--- src/rtl/fetch_seq_pkg.sv ---
// Shared encodings for the fetch front-end: sequencer states and next-PC source selects.
// Single-cycle combinational decode; no flow control of its own.
package fetch_seq_pkg;

  typedef enum logic [1:0] {
    ST_BOOT    = 2'd0,
    ST_RUN     = 2'd1,
    ST_MEMWAIT = 2'd2,
    ST_HALT    = 2'd3
  } seq_state_e;

  localparam logic [1:0] PC_SRC_SEQ    = 2'b00;
  localparam logic [1:0] PC_SRC_BRANCH = 2'b01;
  localparam logic [1:0] PC_SRC_JUMP   = 2'b10;

  // Jump outranks branch when ID asserts both.
  function automatic logic [1:0] redirect_sel(input logic jump, input logic branch);
    if (jump)        return PC_SRC_JUMP;
    else if (branch) return PC_SRC_BRANCH;
    else             return PC_SRC_SEQ;
  endfunction

endpackage

--- src/rtl/sat_counter.sv ---
// Saturating up-counter with synchronous active-low clear; count visible the cycle after an increment.
// Increments are dropped silently once the count reaches all-ones.
module sat_counter #(
  parameter int W = 16
) (
  input  logic         clk_i,
  input  logic         clr_n_i,
  input  logic         inc_i,
  output logic [W-1:0] count_o
);

  logic [W-1:0] count_q, count_d;

  always_comb begin
    count_d = count_q;
    if (inc_i && (count_q != {W{1'b1}})) count_d = count_q + {{(W-1){1'b0}}, 1'b1};
  end

  always_ff @(posedge clk_i) begin
    if (!clr_n_i) count_q <= '0;
    else          count_q <= count_d;
  end

  assign count_o = count_q;

endmodule

--- src/rtl/fetch_sequencer.sv ---
// Front-end controller: PC/NPC load enables, next-PC select and IF/ID, ID/EX bubbles; outputs are combinational.
// Holds fetch on hazard, halt or imem not ready; a redirect seen while fetch cannot complete is parked until it does.
module fetch_sequencer
  import fetch_seq_pkg::*;
#(
  parameter int RESET_HOLD_CYCLES = 2,
  parameter int STALL_CNT_W       = 16
) (
  input  logic                   clk,
  input  logic                   reset,
  input  logic                   branch_signal,
  input  logic                   jump_signal,
  input  logic                   hazard_stall,
  input  logic                   imem_ready,
  input  logic                   halt_req,
  input  logic                   resume,
  output logic                   pc_le,
  output logic                   npc_le,
  output logic [1:0]             pc_source_select,
  output logic                   if_id_le,
  output logic                   if_id_bubble,
  output logic                   id_ex_bubble,
  output logic [1:0]             seq_state,
  output logic [STALL_CNT_W-1:0] stall_count
);

  localparam int HOLD_W = (RESET_HOLD_CYCLES > 1) ? $clog2(RESET_HOLD_CYCLES) : 1;
  localparam logic [HOLD_W-1:0] HOLD_LAST = HOLD_W'(RESET_HOLD_CYCLES - 1);

  seq_state_e        state_q, state_d;
  logic [HOLD_W-1:0] hold_q, hold_d;
  logic              pend_valid_q, pend_valid_d;
  logic [1:0]        pend_sel_q, pend_sel_d;
  logic [1:0]        live_sel;
  logic              stall_inc;

  assign live_sel = redirect_sel(jump_signal, branch_signal);

  always_ff @(posedge clk) begin
    if (!reset) begin
      state_q      <= ST_BOOT;
      hold_q       <= '0;
      pend_valid_q <= 1'b0;
      pend_sel_q   <= PC_SRC_SEQ;
    end else begin
      state_q      <= state_d;
      hold_q       <= hold_d;
      pend_valid_q <= pend_valid_d;
      pend_sel_q   <= pend_sel_d;
    end
  end

  always_comb begin
    state_d          = state_q;
    hold_d           = hold_q;
    pend_valid_d     = pend_valid_q;
    pend_sel_d       = pend_sel_q;
    pc_le            = 1'b0;
    pc_source_select = PC_SRC_SEQ;
    if_id_le         = 1'b1;
    if_id_bubble     = 1'b1;
    id_ex_bubble     = 1'b0;
    stall_inc        = 1'b0;

    case (state_q)
      ST_BOOT: begin
        id_ex_bubble = 1'b1;
        if (hold_q == HOLD_LAST) state_d = ST_RUN;
        else                     hold_d  = hold_q + HOLD_W'(1);
      end

      ST_RUN, ST_MEMWAIT: begin
        if (hazard_stall) begin
          // ID holds the branch/jump and will present it again.
          if_id_le     = 1'b0;
          if_id_bubble = 1'b0;
          id_ex_bubble = 1'b1;
          stall_inc    = 1'b1;
        end else if (halt_req) begin
          if (live_sel != PC_SRC_SEQ) begin
            pend_valid_d = 1'b1;
            pend_sel_d   = live_sel;
          end
          state_d = ST_HALT;
        end else if (!imem_ready) begin
          if (live_sel != PC_SRC_SEQ) begin
            pend_valid_d = 1'b1;
            pend_sel_d   = live_sel;
          end
          stall_inc = 1'b1;
          state_d   = ST_MEMWAIT;
        end else begin
          pc_le            = 1'b1;
          if_id_bubble     = 1'b0;
          pc_source_select = pend_valid_q ? pend_sel_q : live_sel;
          pend_valid_d     = 1'b0;
          state_d          = ST_RUN;
        end
      end

      ST_HALT: begin
        if (live_sel != PC_SRC_SEQ) begin
          pend_valid_d = 1'b1;
          pend_sel_d   = live_sel;
        end
        if (resume) state_d = ST_RUN;
      end

      default: state_d = ST_BOOT;
    endcase
  end

  assign npc_le    = pc_le;
  assign seq_state = state_q;

  sat_counter #(.W(STALL_CNT_W)) u_stall_cnt (
    .clk_i   (clk),
    .clr_n_i (reset),
    .inc_i   (stall_inc),
    .count_o (stall_count)
  );

endmodule
--- config.mk ---
export PLATFORM = sky130hd
export DESIGN_NAME = fetch_sequencer
export DESIGN_NICKNAME = d
export VERILOG_FILES = /design/src/rtl/fetch_seq_pkg.sv /design/src/rtl/sat_counter.sv /design/src/rtl/fetch_sequencer.sv
export SDC_FILE = /design/constraint.sdc
export NUM_CORES = 1
export LEC_CHECK = 0
export CAP_MARGIN = 20
export CORE_UTILIZATION = 40
export DETAILED_ROUTE_END_ITERATION = 7
export GPL_TIMING_DRIVEN = 0
export PLACE_DENSITY = 0.7
export SLEW_MARGIN = 40
export SYNTH_ARGS = -nofsm -noshare
export SYNTH_HDL_FRONTEND = slang
export SYNTH_SLANG_ARGS = --single-unit
--- constraint.sdc ---
create_clock -name clk -period 1.6 [get_ports clk]
set_clock_uncertainty 0.05 [all_clocks]
set_input_delay 0.24 -clock clk [delete_from_list [all_inputs] [get_ports clk]]
set_output_delay 0.24 -clock clk [all_outputs]
set_load 0.005 [all_outputs]
==> results.cfg, run 1 <==
[run]
maxCapViolCount = 0

[route]
avgViaCountPerCell = 5.61
drtPass1Iterations = 4
wl_per_cell_um = 16.0
routed-via-count = 1374
drtIter0Drc = 44
ant_nets = 0
drc = 0
drt-total-wl_um = 3910

[setup_path]
worstPathRequired_ns = 1.31
crit_chain = inv_2, ha_4, nand2b_4, nand2b_4, inv_4, buf_6, buf_6
critical-path-top-delay-family = flip-flops
critPathKind = flop to output port
critPathBufInv = 4
critPathArrivalTime_ns = 1.47
cp_max_fo = 4
reg2regPathDepth = 7
worstSetupEndpointType = output port
slowest_stage = dfxtp_2
startpoint_type = flop
slowest_delay_ns = 0.37
cp.depth = 7

[sta]
slew_violations = 0
worst_slew_pin_slew_ns = 0.627
rsz0062_at_grt = yes
post-route-period-util_pct = 110
final.setup.worst_slack_ns = -0.161
max_slew_margin_pct = 57.9
fmax_mhz = 568
setup_violations = 21
min_period_ns = 1.76
hold_violations = 0
setup_tns_ns = -1.84

[logic_synthesis]
syn_area_per_cell_um2 = 8.52
synth_cell_types = 45
async_reset_ff_share_pct = 0
yosysTopAreaCell = dfxtp_1
syn_area_um2 = 1280
ys_seq_elements = 22
yosys-top-cells-count = dfxtp_1 (22), nand2_1 (15), a21oi_1 (10), inv_1 (9), nand2b_1 (9)
netlist_instances = 150
ys_warn_count = 0
synth_top_area_share_pct = 34.4
synthTopCellsByArea = dfxtp_1 (34%), mux2i_1 (5.5%), nand2_1 (4.4%), nand2b_1 (4.4%), a21oi_1 (3.9%)
synth_nets = 161
synth_ff_type = dfxtp_1
synth-edff-count = 0
synth_most_common_cell = dfxtp_1
ys_seq_area_share_pct = 34.4

[hold_path]
hold_depth = 2
hold_class = flop to flop

[finish]
utilization_pct = 72.6
nets = 213
synthToLayoutAreaGrowth_pct = 73.4
diodes = 0
drive_above_1_share_pct = 48.3

[clock_network]
cts_num_sinks = 22
cts_buffers = 3
cts-hold-fix-buffers = 0
cts_tree = built
cts_buffer_depth = 2
root_buffer = clkbuf_4
clk_latency_ns = 0.31
htree_levels = 1
clkTransAtPathRegs_ns = 0.13

[global_routing]
grt_max_degree = 13
grt.overflow.total = 0
grt_usage_pct = 23.7
antenna_found_initial = 0
grt_pass1_wl_um = 6200
first_global_vias = 1377

[run_status]
failed_checks = negative setup slack
status = complete, but fails checks

[placement]
io_buffer_count = 32
gp_congestion = 0.761
dp_hpwl_um = 2270
pre_cts_ws_ns = -0.551

[power]
power_frac_comb_pct = 52.6
switchingPower_mw = 0.752
p_per_area_nw_per_um2 = 942
p_int_mw = 1.34
swShare_pct = 36.0
max-vdd-ir-drop_mv = 0.547
p_leak_nw = 0.801
power_frac_clock_pct = 15.3
p_seq_share_pct = 32.1

[die]
ios = 33
die_area_um2 = 3430
die_x_um = 58.5
core_area_um2 = 3050
die_h_um = 58.5
initial_core_util_pct = 41.9
row_count = 20
[flip-flops by register name, indices dropped and copies added (netlist names)]
name / flops
hold_q: 1
pend_sel_q: 2
pend_valid_q: 1
seq_state: 2
u_stall_cnt.count_o: 16
[power groups by stage]
stage | clock, mW | combinational [mW] | sequential (mW)
floorplan | 0 | 0.474 | 0.681
global placement | 0 | 0.722 | 0.684
detailed placement | 0 | 0.744 | 0.688
CTS | 0.318 | 1.00 | 0.679
global route | 0.353 | 1.18 | 0.681
finish | 0.319 | 1.10 | 0.671
[cell usage in the layout (no fill, tap or decap), types with 6 or more instances in the layout]
cell type	instances
clkdlybuf4s50_1	23
nand2_1	12
buf_6	11
buf_4	10
dfxtp_2	9
dfxtp_4	9
mux2i_1	7
nand2b_1	7
nor4_4	7
inv_1	6
[per-layer routing]
| layer | up-vias | GRT usage (%) | routed length [µm] | share of wire (%) |
|---|---|---|---|---|
| met2 | 42 | 41.9 | 2030 | 52 |
| met5 | - | 0 | 0 | 0 |
| met1 | 658 | 27.6 | 1660 | 42 |
| li1 | 665 | - | - | - |
| met4 | 0 | 14.3 | 76 | 1.9 |
| met3 | 9 | 2.42 | 148 | 3.8 |
[timing repair]
action,4_1_cts,5_1_grt
cloned,1,1
pin swaps,16,10
setup buffers,9,5
gates resized for setup,77,42
endpoints found under the setup margin,32,37
endpoints found under the hold margin,0,0
[stage by stage]
stage | hold slack [ns] | area (µm²) | instances | total power, mW
after floorplan | 0.345 | 1360 | 150 | 1.16
after global placement | 0.419 | 1730 | 226 | 1.41
after detailed placement | 0.429 | 1730 | 226 | 1.43
after CTS | 0.464 | 2030 | 240 | 2.00
after global routing | 0.472 | 2220 | 245 | 2.21
final | 0.456 | 2220 | 245 | 2.09
[path summary, 6_finish.rpt]
check	startpoint	end	slack, ns
setup / recovery	seq_state[0]	pc_le	-0.16
hold / removal	u_stall_cnt.count_o[7]	u_stall_cnt.count_o[7]	0.46
setup reg to reg	seq_state[0]	u_stall_cnt.count_o[0]	-0.14
hold reg to reg	u_stall_cnt.count_o[7]	u_stall_cnt.count_o[7]	0.46
[area by class of cell]
class | count | area, µm²
tap | 44 | 55.1
buffer | 7 | 70.1
multi-input combinational | 111 | 1080
timing repair buffer | 48 | 454
fill | 229 | 836
inverter | 9 | 36.3
sequential | 22 | 485
clock buffer | 4 | 36.3
[cell families (layout without fill, tap and decap cells)]
logic type / after synthesis / after routing / share of synthesized area (%)
multiplexers: 7 / 7 / 5.48
adder cells (fa/ha/maj): 3 / 3 / 2.94
AO/OA/AOI/OAI: 32 / 32 / 16.7
AND/OR/NAND/NOR: 69 / 69 / 34.7
buffers and inverters: 17 / 68 / 5.67
flip-flops: 22 / 22 / 34.4
[worst min-delay path, stage by stage (launching register included)]
cell and delay, ns:
dfxtp_2 0.36, nand2_1 0.06, mux2i_1 0.06
No activity file was read; power rests on OpenSTA's default activity.
==> run 2: changes to the inputs <==
- CAP_MARGIN: 20 -> not set
==> results of run 2 <==
Same layout as run 1: the final DEF is identical, and so are final timing and power.
